<file path="config.mk">
export PLATFORM = sky130hd
export DESIGN_NAME = plot_pixel_feeder_flat
export DESIGN_NICKNAME = d
export VERILOG_FILES = /design/src/rtl/plot_feeder_pkg.sv /design/src/rtl/plot_pixel_feeder_if.sv /design/src/rtl/serpentine_counter.sv /design/src/rtl/plot_pixel_feeder.sv /design/src/flat_wrapper.sv
export SDC_FILE = /design/constraint.sdc
export NUM_CORES = 1
export LEC_CHECK = 0
export CAP_MARGIN = 20
export CORE_AREA = 5 5 102 104
export CTS_CLUSTER_SIZE = 28
export DETAILED_ROUTE_END_ITERATION = 8
export DIE_AREA = 0 0 107 109
export GPL_ROUTABILITY_DRIVEN = 0
export PLACE_DENSITY = 0.78
export SYNTH_ARGS = -nofsm -noshare
export SYNTH_HDL_FRONTEND = slang
export SYNTH_SLANG_ARGS = --single-unit
</file>
<file path="constraint.sdc">
create_clock -name clk_65mhz -period 3.5 [get_ports clk_65mhz]
set_input_delay 0.875 -clock clk_65mhz [delete_from_list [all_inputs] [get_ports clk_65mhz]]
set_output_delay 0.875 -clock clk_65mhz [all_outputs]
set_load 0.005 [all_outputs]
</file>
<file path="src/rtl/plot_feeder_pkg.sv">
// rtl/plot_feeder_pkg.sv - shared types and widths for the plotter pixel feeder
// Purpose: FSM state type, default image geometry and bus widths used by
//          plot_pixel_feeder, serpentine_counter and plot_pixel_feeder_if.
// Ports:   none (package).
package plot_feeder_pkg;

  typedef enum logic [1:0] {
    IDLE    = 2'd0,
    FETCH   = 2'd1,
    PRESENT = 2'd2,
    DONE    = 2'd3
  } feeder_state_t;

  localparam int IMG_W_DEF = 80;
  localparam int IMG_H_DEF = 106;
  localparam int ADDR_W    = 17;
  localparam int COORD_W   = 7;

endpackage

</file>
<file path="src/rtl/plot_pixel_feeder_if.sv">
// rtl/plot_pixel_feeder_if.sv - control, handshake and BRAM read signal bundle
// Purpose: groups the feeder's control inputs, BRAM read port and plotter
//          handshake so they can be passed as one port.
// Ports:   master = feeder side (drives addr/pixel/status),
//          slave  = surrounding system (drives start/enable/ready/bram data).
interface plot_pixel_feeder_if;
  import plot_feeder_pkg::*;

  logic               start_in;
  logic               enable_in;
  logic               ready_next_pixel_in;
  logic               bram_data_in;
  logic [ADDR_W-1:0]  addr_out;
  logic               pixel_value_out;
  logic               pixel_valid_out;
  logic [COORD_W-1:0] x_out;
  logic [COORD_W-1:0] y_out;
  logic               busy_out;
  logic               done_out;
  logic               overrun_out;

  modport master (
    input  start_in, enable_in, ready_next_pixel_in, bram_data_in,
    output addr_out, pixel_value_out, pixel_valid_out, x_out, y_out,
           busy_out, done_out, overrun_out
  );

  modport slave (
    output start_in, enable_in, ready_next_pixel_in, bram_data_in,
    input  addr_out, pixel_value_out, pixel_valid_out, x_out, y_out,
           busy_out, done_out, overrun_out
  );

endinterface

</file>
<file path="src/rtl/serpentine_counter.sv">
// rtl/serpentine_counter.sv - serpentine x/y walker with incremental BRAM address
// Purpose: walks the image left-to-right on even rows and right-to-left on odd
//          rows, keeping the row-major address without a multiplier.
// Ports:   clk, rst_n (async active-low); clear -> back to (0,0);
//          advance -> step one pixel; x, y, addr -> current position;
//          last -> current pixel is the final one of the image.
module serpentine_counter import plot_feeder_pkg::*; #(
  parameter int IMG_W = IMG_W_DEF,
  parameter int IMG_H = IMG_H_DEF
) (
  input  logic               clk,
  input  logic               rst_n,
  input  logic               clear,
  input  logic               advance,
  output logic [COORD_W-1:0] x,
  output logic [COORD_W-1:0] y,
  output logic [ADDR_W-1:0]  addr,
  output logic               last
);

  logic              odd;
  logic              row_end;
  logic [ADDR_W-1:0] row_base;
  logic [ADDR_W-1:0] next_base;

  assign row_end   = odd ? (x == '0) : (x == COORD_W'(IMG_W - 1));
  assign last      = row_end && (y == COORD_W'(IMG_H - 1));
  assign next_base = row_base + ADDR_W'(IMG_W);

  always_ff @(posedge clk or negedge rst_n) begin
    if (!rst_n) begin
      x        <= '0;
      y        <= '0;
      odd      <= 1'b0;
      row_base <= '0;
      addr     <= '0;
    end else if (clear) begin
      x        <= '0;
      y        <= '0;
      odd      <= 1'b0;
      row_base <= '0;
      addr     <= '0;
    end else if (advance) begin
      if (row_end) begin
        // Drop straight down: x stays put, the direction flips.
        y        <= y + COORD_W'(1);
        odd      <= ~odd;
        row_base <= next_base;
        addr     <= next_base + ADDR_W'(x);
      end else if (odd) begin
        x    <= x - COORD_W'(1);
        addr <= addr - ADDR_W'(1);
      end else begin
        x    <= x + COORD_W'(1);
        addr <= addr + ADDR_W'(1);
      end
    end
  end

endmodule

</file>
<file path="src/rtl/plot_pixel_feeder.sv">
// rtl/plot_pixel_feeder.sv - streams the B/W image from BRAM to the plotter
// Purpose: fetches each pixel in serpentine order, waits out the BRAM read
//          latency, presents it and advances on each ready rising edge.
// Ports:   clk_65mhz, cpu_resetn (async active-low);
//          bus (master): start/enable/ready/bram data in,
//          addr/pixel/valid/x/y/busy/done/overrun out.
module plot_pixel_feeder import plot_feeder_pkg::*; #(
  parameter int IMG_W        = IMG_W_DEF,
  parameter int IMG_H        = IMG_H_DEF,
  parameter int BRAM_LATENCY = 2
) (
  input  logic                 clk_65mhz,
  input  logic                 cpu_resetn,
  plot_pixel_feeder_if.master  bus
);

  localparam int CNT_W = $clog2(BRAM_LATENCY + 2);

  feeder_state_t      state, state_next;
  logic               ready_prev;
  logic               req;
  logic [CNT_W-1:0]   wait_cnt;
  logic               start_run, fetch_done, advance, finish;
  logic               pixel_value, pixel_valid, busy, done, overrun;
  logic [COORD_W-1:0] x, y;
  logic [ADDR_W-1:0]  addr;
  logic               last;

  // ready_prev resets high so a level already high is not taken as an edge.
  assign req = bus.ready_next_pixel_in & ~ready_prev & bus.enable_in;

  always_ff @(posedge clk_65mhz or negedge cpu_resetn) begin
    if (!cpu_resetn) state <= IDLE;
    else             state <= state_next;
  end

  always_comb begin
    state_next = state;
    start_run  = 1'b0;
    fetch_done = 1'b0;
    advance    = 1'b0;
    finish     = 1'b0;
    case (state)
      IDLE, DONE: begin
        if (bus.start_in) begin
          start_run  = 1'b1;
          state_next = FETCH;
        end
      end
      FETCH: begin
        if (wait_cnt == '0) begin
          fetch_done = 1'b1;
          state_next = PRESENT;
        end
      end
      PRESENT: begin
        if (req) begin
          if (last) begin
            finish     = 1'b1;
            state_next = DONE;
          end else begin
            advance    = 1'b1;
            state_next = FETCH;
          end
        end
      end
      default: state_next = IDLE;
    endcase
  end

  always_ff @(posedge clk_65mhz or negedge cpu_resetn) begin
    if (!cpu_resetn) begin
      ready_prev  <= 1'b1;
      wait_cnt    <= '0;
      pixel_value <= 1'b0;
      pixel_valid <= 1'b0;
      busy        <= 1'b0;
      done        <= 1'b0;
      overrun     <= 1'b0;
    end else begin
      ready_prev <= bus.ready_next_pixel_in;

      if (start_run || advance)
        wait_cnt <= CNT_W'(BRAM_LATENCY);
      else if (state == FETCH && wait_cnt != '0)
        wait_cnt <= wait_cnt - CNT_W'(1);

      if (fetch_done) begin
        pixel_value <= bus.bram_data_in;
        pixel_valid <= 1'b1;
      end else if (start_run || advance || finish) begin
        pixel_valid <= 1'b0;
      end

      if (start_run) begin
        busy    <= 1'b1;
        done    <= 1'b0;
        overrun <= 1'b0;
      end else if (finish) begin
        busy <= 1'b0;
        done <= 1'b1;
      end

      // The plotter asked for more before the current pixel was shown.
      if (!start_run && state == FETCH && req)
        overrun <= 1'b1;
    end
  end

  serpentine_counter #(
    .IMG_W (IMG_W),
    .IMG_H (IMG_H)
  ) u_walk (
    .clk     (clk_65mhz),
    .rst_n   (cpu_resetn),
    .clear   (start_run),
    .advance (advance),
    .x       (x),
    .y       (y),
    .addr    (addr),
    .last    (last)
  );

  assign bus.addr_out        = addr;
  assign bus.pixel_value_out = pixel_value;
  assign bus.pixel_valid_out = pixel_valid;
  assign bus.x_out           = x;
  assign bus.y_out           = y;
  assign bus.busy_out        = busy;
  assign bus.done_out        = done;
  assign bus.overrun_out     = overrun;

endmodule

</file>
<file path="src/flat_wrapper.sv">
// flat-port wrapper written by rule: the top's interface ports become plain ports
module plot_pixel_feeder_flat import plot_feeder_pkg::*;
#(
  parameter int IMG_W        = IMG_W_DEF,
  parameter int IMG_H        = IMG_H_DEF,
  parameter int BRAM_LATENCY = 2
)
  (clk_65mhz, cpu_resetn, bus_start_in, bus_enable_in, bus_ready_next_pixel_in, bus_bram_data_in, bus_addr_out, bus_pixel_value_out, bus_pixel_valid_out, bus_x_out, bus_y_out, bus_busy_out, bus_done_out, bus_overrun_out);
  plot_pixel_feeder_if bus_i ();
  input  logic clk_65mhz;
  input  logic cpu_resetn;
  input wire logic [$bits(bus_i.start_in)-1:0] bus_start_in;
  input wire logic [$bits(bus_i.enable_in)-1:0] bus_enable_in;
  input wire logic [$bits(bus_i.ready_next_pixel_in)-1:0] bus_ready_next_pixel_in;
  input wire logic [$bits(bus_i.bram_data_in)-1:0] bus_bram_data_in;
  output wire logic [$bits(bus_i.addr_out)-1:0] bus_addr_out;
  output wire logic [$bits(bus_i.pixel_value_out)-1:0] bus_pixel_value_out;
  output wire logic [$bits(bus_i.pixel_valid_out)-1:0] bus_pixel_valid_out;
  output wire logic [$bits(bus_i.x_out)-1:0] bus_x_out;
  output wire logic [$bits(bus_i.y_out)-1:0] bus_y_out;
  output wire logic [$bits(bus_i.busy_out)-1:0] bus_busy_out;
  output wire logic [$bits(bus_i.done_out)-1:0] bus_done_out;
  output wire logic [$bits(bus_i.overrun_out)-1:0] bus_overrun_out;
  assign bus_i.start_in = bus_start_in;
  assign bus_i.enable_in = bus_enable_in;
  assign bus_i.ready_next_pixel_in = bus_ready_next_pixel_in;
  assign bus_i.bram_data_in = bus_bram_data_in;
  assign bus_addr_out = bus_i.addr_out;
  assign bus_pixel_value_out = bus_i.pixel_value_out;
  assign bus_pixel_valid_out = bus_i.pixel_valid_out;
  assign bus_x_out = bus_i.x_out;
  assign bus_y_out = bus_i.y_out;
  assign bus_busy_out = bus_i.busy_out;
  assign bus_done_out = bus_i.done_out;
  assign bus_overrun_out = bus_i.overrun_out;
  plot_pixel_feeder #(.IMG_W(IMG_W), .IMG_H(IMG_H), .BRAM_LATENCY(BRAM_LATENCY)) u_core (.clk_65mhz(clk_65mhz), .cpu_resetn(cpu_resetn), .bus(bus_i));
endmodule
</file>
==> run_results.csv, run 1 <==
group,metric,value,unit
outcome,status,"finished clean",
global_route,antenna_found_initial,0,
floorplanning,dieHeight,109,µm
synthesis,netlist_top_cells_area,"dfrtp_1 32%, ha_1 9.1%, xnor2_1 5.7%",
routing,drt_iter0_drc,275,
synthesis,syn_nets,536,
clock_tree,h-tree-depth,2,
sta,worst_slew_margin_rel,48.22,%
synthesis,yosysMostFrequentCell,"nor2_1",
routing,routed_via_density,5.788,
critical_path,cp.arrival,3.22,ns
synthesis,synth.top_cell.area_share,31.54,%
critical_path,endpoint_kind,"flip-flop",
routing,drt-wirelength-per-cell,15.82,µm
cells_and_area,num_antenna_cells,0,
critical_path,cp_slowest_stage_delay,0.62,ns
global_route,track_usage,18.36,%
sta,maxSlewViolCount,0,
clock_tree,ctsResizeCount,0,
place,dp_hpwl,7832,µm
sta,fmax,0.3307,GHz
cells_and_area,syn_to_final_growth,14.31,%
run,drv_cap,0,
routing,dr.pass1.iters,4,
sta,setup_tns,0,ns
global_route,grt_max_degree,37,
clock_tree,cts_hold_buf,0,
cells_and_area,register_area,0.001378,mm²
sta,max_slew.worst_pin.slew,0.7662,ns
critical_path,worstPathRequired,3.70,ns
synthesis,yosysTopAreaCell,"dfrtp_1",
cells_and_area,fillers,871,
synthesis,netlist_area,0.004284,mm²
synthesis,synth_warnings,0,
min_path,holdPathStages,2,
critical_path,start_kind,"flip-flop",
sta,finalCriticalPeriod,3.024,ns
sta,finalCritPeriodShare,86.39,%
floorplanning,io_pins,42,
clock_tree,clock_path_buffers,2,
sta,skew,0.003328,ns
clock_tree,cts_sinks,55,
clock_tree,clock_latency,0.31,ns
global_route,grt_pass1_vias,3628,
global_route,grt_pass1_wl,17550,µm
synthesis,netlist_top_cells_count,"58 x nor2_1, 54 x dfrtp_1, 42 x nand2_1",
floorplanning,initial_utilization,45.29,%
place,port_buffers,41,
global_route,grt-ovfl-total,0,
routing,drc_errors,0,
clock_tree,cts_root_buf,"clkbuf_8",
critical_path,slowest_stage,"a2111oi_0",
routing,totalWireLength,10280,µm
synthesis,synthArstFlopShare,100.0,%
synthesis,ys_dominant_reg_cell,"dfrtp_1",
critical_path,cp_cell_sequence,"buf_4, ha_1, a2111oi_0, inv_1, o311ai_0, o21ai_0, mux2i_1, a31oi_1",
sta,hold_viol_final,0,
critical_path,r2r_slack,0.48,ns
clock_tree,cts_tree,"built",
power_and_ir_drop,p_leak,2.139,nW
synthesis,ys_types,65,
sta,hold_ws,0.4983,ns
floorplanning,dieArea,0.01166,mm²
sta,rsz0062_at_grt,"false",
floorplanning,core,0.009459,mm²
routing,detail-route-antenna-nets,0,
synthesis,syn_area_per_cell,8.620,µm²
min_path,min_from,"u_core.bus.busy_out$_DFFE_PN0P_",
critical_path,path_class,"reg -> reg",
critical_path,rr_worst_depth,8,
clock_tree,numCtsBuffers,5,
min_path,hold_path_end,"u_core.bus.busy_out$_DFFE_PN0P_",
power_and_ir_drop,powerDensity,322.4,mW/mm²
routing,num_vias,3762,
cells_and_area,multi_input_area,0.002714,mm²
synthesis,synth-edff-count,0,
cells_and_area,nets,574,
floorplanning,num_rows,36,
power_and_ir_drop,ir_drop,153.8,µV
clock_tree,post_cts_buffers,0,
critical_path,r2r_end,"u_core.u_walk.addr[15]$_DFFE_PN0P_",
floorplanning,die_x,107,µm
synthesis,ys_ff_latch,55,
critical_path,path_max_fanout,16,
critical_path,worstReg2RegStart,"u_core.u_walk.odd$_DFFE_PN0P_",
sta,setup_violations,0,
clock_tree,clk_pin_slew,0.09,ns
min_path,hold_path.class,"reg -> reg",
synthesis,yosysSeqAreaShare,32.16,%
synthesis,syn_inst,497,
cells_and_area,final_layout_size_suffix_gt1_share,5.784,%
[flip-flops by register name, indices dropped and copies added (netlist names), 2 cells and up]
signal / flops
u_core.state: 2
u_core.wait_cnt: 2
u_core.u_walk.row_base: 13
u_core.u_walk.y: 7
u_core.u_walk.addr: 17
u_core.u_walk.x: 7
[cell usage in the layout, fill, tap and decap left out, types with 5 or more instances in the layout]
cell,synthesis,routed
a21oi_1,36,36
nand4_1,8,8
clkdlybuf4s50_1,0,40
ha_1,31,31
nand2_1,42,42
o21ai_0,30,30
clkbuf_8,0,5
nor2_1,58,58
mux2i_1,5,5
o211ai_1,7,7
dfrtp_1,54,54
xnor2_1,28,28
buf_4,2,13
nand3b_1,5,5
inv_1,21,21
nand3_1,13,13
nor3_1,10,10
and2_1,5,6
xor2_1,23,23
a21o_1,6,6
[how the worst max path moves through the flow]
stage,startpoint,to,slack (ns),depth (start not counted)
final,u_core.u_walk.odd$_DFFE_PN0P_,u_core.u_walk.addr[15]$_DFFE_PN0P_,0.48,8
after floorplan,u_core.u_walk.odd$_DFFE_PN0P_,u_core.u_walk.x[6]$_DFFE_PN0P_,0.85,9
after CTS,u_core.u_walk.odd$_DFFE_PN0P_,u_core.u_walk.addr[15]$_DFFE_PN0P_,0.47,8
after detailed placement,bus_ready_next_pixel_in,u_core.u_walk.row_base[11]$_DFFE_PN0P_,0.31,8
after global routing,u_core.u_walk.odd$_DFFE_PN0P_,u_core.u_walk.addr[13]$_DFFE_PN0P_,0.18,8
after global placement,bus_ready_next_pixel_in,u_core.u_walk.y[6]$_DFFE_PN0P_,0.38,9
[worst max-delay path, delay by kind of cell, from the launching register on]
family                   cells  cell delay [ns]
AO/OA/AOI/OAI                4             1.44
flip-flops                   1             0.61
buffers and inverters        2             0.38
adder cells (fa/ha/maj)      1             0.28
multiplexers                 1             0.20
[metrics by stage]
stage | cell area [µm²] | power [mW] | util, % | worst slack [ns] | instances
after floorplan | 4284 | 1.055 | - | 0.8455 | 497
after global placement | 4816 | 1.228 | 50.91 | 0.3785 | 642
after detailed placement | 4816 | 1.249 | 50.91 | 0.3057 | 642
after CTS | 4897 | 1.596 | 51.77 | 0.4653 | 650
after global routing | 4897 | 1.681 | 51.77 | 0.1796 | 650
final | 4897 | 1.579 | 51.77 | 0.4762 | 650
[logic make-up (layout without fill, tap and decap cells)]
group	count (synthesis)	in the layout	share of synthesized area, %
flip-flops	55	55	32.16
multiplexers	6	6	1.431
buffers and inverters	44	83	4.498
adder cells (fa/ha/maj)	33	33	9.988
AO/OA/AOI/OAI	134	134	21.52
AND/OR/NAND/NOR	173	173	19.89
other	1	1	0.08753
XOR/XNOR	51	51	10.43
[metal layers]
metal  wire [µm]  share of wire, %  GRT usage [%]  vias to the layer above
met2        4881                47          30.13                       68
met5           0                 0              0                        -
met4         244               2.4          6.119                        0
met1        4758                46          24.60                     1828
li1            -                 -              -                     1854
met3         399               3.9          3.316                       12
[power breakdown]
group,switching (mW),leakage [nW],total (mW),internal [mW]
combinational,0.279,1.35,0.485,0.206
sequential,0.0493,0.747,0.747,0.698
clock,0.205,0.0422,0.346,0.141
[cell type report]
type / count / share of cell area (%)
multi-input cells: 398 / 55.42
flip-flops and latches: 55 / 28.13
repair buffers: 54 / 10.27
well taps: 114 / 2.913
inverters: 21 / 1.610
clock buffers: 7 / 1.559
clock inverters: 1 / 0.1022
(Power assumes the default switching activity.)
==> run 2: changes to the inputs <==
--- a/config.mk
+++ b/config.mk
@@ -11,6 +11,7 @@
 export DETAILED_ROUTE_END_ITERATION = 8
 export DIE_AREA = 0 0 107 109
 export GPL_ROUTABILITY_DRIVEN = 0
+export MAX_ROUTING_LAYER = met4
 export PLACE_DENSITY = 0.78
 export SYNTH_ARGS = -nofsm -noshare
 export SYNTH_HDL_FRONTEND = slang
==> run_results.csv, run 2 (synthesized netlist as in run 1, its figures left out) <==
group,metric,value,unit
cells_and_area,register_area,0.001378,mm²
sta,max_slew.worst_pin.slew,0.7709,ns
floorplanning,initial_utilization,45.29,%
sta,finalCriticalPeriod,3.022,ns
clock_tree,cts_root_buf,"clkbuf_8",
sta,worst_slew_margin_rel,47.91,%
routing,num_vias,3766,
routing,routed_via_density,5.794,
cells_and_area,final_common_cell,"nor2_1",
global_route,track_usage,18.89,%
critical_path,r2r_slack,0.48,ns
routing,totalWireLength,10310,µm
clock_tree,h-tree-depth,2,
sta,fmax,0.3309,GHz
clock_tree,numCtsBuffers,5,
global_route,antenna_found_initial,0,
clock_tree,cts_tree,"built",
outcome,status,"finished clean",
cells_and_area,top_regs,"u_core.u_walk.addr x17, u_core.u_walk.row_base x13",
place,dp_hpwl,7832,µm
clock_tree,ctsResizeCount,0,
sta,setup_tns,0,ns
floorplanning,die_x,107,µm
routing,detail-route-antenna-nets,0,
floorplanning,dieHeight,109,µm
power_and_ir_drop,powerDensity,323.3,mW/mm²
critical_path,worstReg2RegStart,"u_core.u_walk.odd$_DFFE_PN0P_",
critical_path,cp.arrival,3.22,ns
critical_path,endpoint_kind,"flip-flop",
clock_tree,clk_pin_slew,0.09,ns
power_and_ir_drop,p_leak,2.139,nW
power_and_ir_drop,ir_drop,154.9,µV
cells_and_area,multi_input_area,0.002714,mm²
clock_tree,clock_latency,0.32,ns
place,place_ws,0.3057,ns
run,drv_cap,0,
cells_and_area,largest_reg_flops,17,
cells_and_area,nets,574,
sta,hold_viol_final,0,
routing,dr.pass1.iters,5,
global_route,grt_pass1_wl,17520,µm
cells_and_area,most-common-layout-cells,"58 x nor2_1, 54 x dfrtp_1, 42 x nand2_1, 40 x clkdlybuf4s50_1, 36 x a21oi_1",
min_path,hold_path.class,"reg -> reg",
place,port_buffers,41,
floorplanning,num_rows,36,
cells_and_area,num_antenna_cells,0,
clock_tree,post_cts_buffers,0,
floorplanning,dieArea,0.01166,mm²
critical_path,path_class,"reg -> reg",
sta,skew,0.003986,ns
sta,setup_violations,0,
floorplanning,core,0.009459,mm²
clock_tree,cts_sinks,55,
routing,drc_errors,0,
place,place_inst,642,
sta,post-route-worst-setup-slack,0.4779,ns
cells_and_area,final_layout_size_suffix_gt1_share,5.784,%
critical_path,start_kind,"flip-flop",
routing,drt_iter0_drc,282,
critical_path,rr_worst_depth,8,
sta,rsz0062_at_grt,"false",
critical_path,r2r_end,"u_core.u_walk.addr[15]$_DFFE_PN0P_",
min_path,holdPathStages,2,
routing,drt-wirelength-per-cell,15.86,µm
cells_and_area,top_register,"u_core.u_walk.addr",
global_route,grt_max_degree,37,
global_route,grt_pass1_vias,3637,
cells_and_area,stdcell_count,650,
clock_tree,clock_path_buffers,2,
cells_and_area,syn_to_final_growth,14.31,%
critical_path,worstPathRequired,3.70,ns
critical_path,path_max_fanout,16,
sta,finalCritPeriodShare,86.35,%
global_route,grt-ovfl-total,0,
sta,maxSlewViolCount,0,
min_path,min_from,"u_core.bus.busy_out$_DFFE_PN0P_",
clock_tree,cts_hold_buf,0,
critical_path,critPathLaunch,"u_core.u_walk.odd$_DFFE_PN0P_",
floorplanning,io_pins,42,
cells_and_area,fillers,871,
min_path,hold_path_end,"u_core.bus.busy_out$_DFFE_PN0P_",
==> run 2: cell counts in the layout (fill, tap and decap cells not counted) <==
No cell type changed its count.
==> run 2: area by class of cell <==
cell class              count  share of cell area (%)
multi-input cells         398                   55.42
flip-flops and latches     55                   28.13
repair buffers             54                   10.27
well taps                 114                   2.913
inverters                  21                   1.610
clock buffers               7                   1.559
clock inverters             1                  0.1022
==> run 2: power breakdown <==
| group | internal, mW | total, mW | switching [mW] | leakage, nW |
|---|---|---|---|---|
| clock | 0.141 | 0.348 | 0.207 | 0.0422 |
| sequential | 0.698 | 0.748 | 0.0499 | 0.747 |
| combinational | 0.206 | 0.487 | 0.281 | 1.35 |
==> run 2: critical path, cell delays in order, from the launching register on <==
cell       delay (ns)
dfrtp_1          0.62
buf_4            0.31
ha_1             0.28
a2111oi_0        0.61
inv_1            0.08
o311ai_0         0.52
o21ai_0          0.20
mux2i_1          0.19
a31oi_1          0.10
==> run 2: worst max path at each step <==
stage | endpoint | slack [ns]
5_1_grt | u_core.u_walk.addr[13]$_DFFE_PN0P_ | 0.18
2_1_floorplan | u_core.u_walk.x[6]$_DFFE_PN0P_ | 0.85
3_3_place_gp | u_core.u_walk.y[6]$_DFFE_PN0P_ | 0.38
4_1_cts | u_core.u_walk.addr[15]$_DFFE_PN0P_ | 0.47
6_report | u_core.u_walk.addr[15]$_DFFE_PN0P_ | 0.48
3_5_place_dp | u_core.u_walk.row_base[11]$_DFFE_PN0P_ | 0.31
==> run 2: per-stage QoR <==
step / hold slack, ns / cell area [µm²] / util [%] / total power, mW
after detailed placement: 0.4764 / 4816 / 50.91 / 1.249
after CTS: 0.5008 / 4897 / 51.77 / 1.596
after floorplan: 0.4673 / 4284 / - / 1.055
final: 0.4985 / 4897 / 51.77 / 1.583
after global placement: 0.4686 / 4816 / 50.91 / 1.228
after global routing: 0.5378 / 4897 / 51.77 / 1.681
==> run 2: metal layers <==
metal / global-route usage [%] / up-vias / wire length [µm]
met5: - / - / 0
met4: 6.119 / 0 / 238
met3: 3.079 / 12 / 373
met2: 30.31 / 76 / 4907
met1: 24.60 / 1823 / 4786
li1: - / 1855 / -
==> run 3: changes to the inputs <==
--- a/config.mk
+++ b/config.mk
@@ -12,7 +12,7 @@
 export DIE_AREA = 0 0 107 109
 export GPL_ROUTABILITY_DRIVEN = 0
 export MAX_ROUTING_LAYER = met4
-export PLACE_DENSITY = 0.78
+export PLACE_DENSITY = 0.8
 export SYNTH_ARGS = -nofsm -noshare
 export SYNTH_HDL_FRONTEND = slang
 export SYNTH_SLANG_ARGS = --single-unit
==> constraint.sdc (replaced) <==
create_clock -name clk_65mhz -period 2.53 [get_ports clk_65mhz]
set_input_delay 0.6325 -clock clk_65mhz [delete_from_list [all_inputs] [get_ports clk_65mhz]]
set_output_delay 0.6325 -clock clk_65mhz [all_outputs]
set_load 0.005 [all_outputs]
==> run_results.csv, run 3 (synthesized netlist as in run 1, its figures left out) <==
group,metric,value,unit
critical_path,slowest_stage,"dfrtp_2",
global_route,grt-ovfl-total,0,
critical_path,path_max_fanout,13,
critical_path,cp_num_buf_inv,1,
power_and_ir_drop,seq_power_share,45.9,%
routing,detail-route-antenna-nets,0,
cells_and_area,register_area,0.001379,mm²
place,dp_hpwl,8480,µm
critical_path,endpoint_kind,"flip-flop",
power_and_ir_drop,comb_power_share,32.6,%
clock_tree,clk_pin_slew,0.10,ns
cells_and_area,top_regs,"u_core.u_walk.addr x17, u_core.u_walk.row_base x13",
sta,rsz0062_at_grt,"false",
clock_tree,h-tree-depth,2,
global_route,grt_max_degree,56,
sta,worst_slew_margin_rel,52.58,%
critical_path,rr_worst_depth,9,
cells_and_area,largest_reg_flops,17,
cells_and_area,fillers,827,
global_route,grt_pass1_vias,3992,
global_route,track_usage,20.36,%
cells_and_area,nets,614,
clock_tree,numCtsBuffers,5,
clock_tree,cts_hold_buf,0,
sta,setup_violations,0,
cells_and_area,fin_area,0.005345,mm²
sta,maxSlewViolCount,0,
critical_path,worstPathRequired,2.74,ns
power_and_ir_drop,finalPower,2.248,mW
power_and_ir_drop,powerDensity,420.5,mW/mm²
sta,finalCritPeriodShare,95.76,%
clock_tree,clock_path_buffers,2,
global_route,antenna_found_initial,0,
routing,drt_iter0_drc,360,
power_and_ir_drop,p_switching,760.8,µW
critical_path,worstReg2RegStart,"u_core.u_walk.odd$_DFFE_PN0P_",
clock_tree,cts_sinks,55,
sta,finalCriticalPeriod,2.423,ns
floorplanning,initial_utilization,45.29,%
critical_path,cp.arrival,2.63,ns
cells_and_area,multi_input_area,0.002845,mm²
routing,drc_errors,0,
routing,totalWireLength,11430,µm
global_route,grt_pass1_wl,18970,µm
routing,drt-wirelength-per-cell,16.56,µm
power_and_ir_drop,p_clk_share,21.5,%
power_and_ir_drop,internal_power,1.487,mW
cells_and_area,final_common_cell,"nor2_1",
min_path,hold_path.class,"in -> async",
routing,dr.pass1.iters,5,
clock_tree,cts_root_buf,"clkbuf_8",
place,port_buffers,41,
run,drv_cap,0,
cells_and_area,final_layout_size_suffix_gt1_share,15.80,%
critical_path,path_class,"reg -> reg",
routing,routed_via_density,5.799,
critical_path,r2r_slack,0.11,ns
power_and_ir_drop,p_leak,2.336,nW
cells_and_area,syn_to_final_growth,24.77,%
critical_path,cp_cell_sequence,"buf_4, ha_1, a21oi_1, nor2b_1, o21ai_2, a31oi_2, a221oi_2, mux2i_1, a221o_1",
critical_path,cp_slowest_stage_delay,0.46,ns
floorplanning,dieHeight,109,µm
floorplanning,io_pins,42,
clock_tree,clock_latency,0.32,ns
floorplanning,die_x,107,µm
floorplanning,dieArea,0.01166,mm²
sta,fmax,0.4128,GHz
place,dpl-instance-area,0.005129,mm²
cells_and_area,num_antenna_cells,0,
sta,post-route-worst-setup-slack,0.1074,ns
critical_path,cpLargestDelayFamily,"compound AO/OA/AOI/OAI gates",
floorplanning,core,0.009459,mm²
critical_path,start_kind,"flip-flop",
critical_path,r2r_end,"u_core.u_walk.addr[16]$_DFFE_PN0P_",
sta,skew,0.01151,ns
clock_tree,cts_tree,"built",
outcome,status,"finished clean",
cells_and_area,top_register,"u_core.u_walk.addr",
power_and_ir_drop,swShare,33.85,%
place,place_ws,-0.2903,ns
sta,hold_viol_final,0,
routing,num_vias,4001,
floorplanning,num_rows,36,
sta,max_slew.worst_pin.slew,0.7113,ns
power_and_ir_drop,ir_drop,177.7,µV
cells_and_area,most-common-layout-cells,"58 x nor2_1, 53 x dfrtp_1, 51 x buf_4, 41 x nand2_1, 40 x clkdlybuf4s50_1",
## run 3: changes by cell type in the layout (fill, tap and decap cells not counted), sizes merged
cell	before	now
clkbuf	7	8
clkinv	1	0
buf	14	54
## run 3: how the worst max path moves through the flow
stage                                           from                                     end  slack, ns  cells after the start
6_report               u_core.u_walk.odd$_DFFE_PN0P_      u_core.u_walk.addr[16]$_DFFE_PN0P_       0.11                      9
5_1_grt        u_core.u_walk.row_base[5]$_DFFE_PN0P_      u_core.u_walk.addr[16]$_DFFE_PN0P_      0.003                      8
4_1_cts        u_core.u_walk.row_base[4]$_DFFE_PN0P_      u_core.u_walk.addr[16]$_DFFE_PN0P_     0.0001                      9
3_5_place_dp                           bus_enable_in  u_core.u_walk.row_base[11]$_DFFE_PN0P_      -0.29                      8
3_3_place_gp                           bus_enable_in  u_core.u_walk.row_base[11]$_DFFE_PN0P_      -0.25                      8
2_1_floorplan  u_core.u_walk.row_base[4]$_DFFE_PN0P_      u_core.u_walk.addr[16]$_DFFE_PN0P_       0.05                      9
## run 3: timing repair
item / CTS / global route
endpoints found under the setup margin: 4 / 17
hold endpoints to repair: 0 / 0
setup buffers: 0 / 1
resized for setup: 7 / 23
pin swaps: 1 / 9
## run 3: metal layers
| layer | vias to the layer above | global-route usage, % | routed length, µm |
|---|---|---|---|
| met5 | - | - | 0 |
| met1 | 1933 | 25.49 | 4945 |
| li1 | 1938 | - | - |
| met2 | 112 | 34.08 | 5719 |
| met4 | 0 | 8.037 | 314 |
| met3 | 18 | 2.131 | 447 |
## run 3: metrics by stage
step / hold slack (ns) / cells / setup TNS, ns / util, %
finish: 0.4497 / 690 / 0 / 56.51
global route: 0.5049 / 690 / 0 / 56.51
CTS: 0.4700 / 689 / 0 / 55.26
detailed placement: 0.4740 / 681 / -3.924 / 54.22
global placement: 0.4653 / 681 / -2.894 / 54.22
floorplan: 0.3369 / 497 / 0 / -
## run 3: final cells by class
type,count,share of cell area (%)
Tap cell,114,2.669
Clock buffer,8,1.498
Multi-Input combinational cell,398,53.23
Timing Repair Buffer,94,15.33
Sequential cell,55,25.80
Inverter,21,1.475
## run 3: power by group through the flow
stage / Combinational (mW) / Sequential [mW] / Clock (mW)
2_1_floorplan: 0.417 / 1.04 / 0
3_3_place_gp: 0.693 / 1.04 / 0
3_5_place_dp: 0.719 / 1.04 / 0
4_1_cts: 0.725 / 1.03 / 0.490
5_1_grt: 0.822 / 1.04 / 0.509
6_report: 0.732 / 1.03 / 0.484
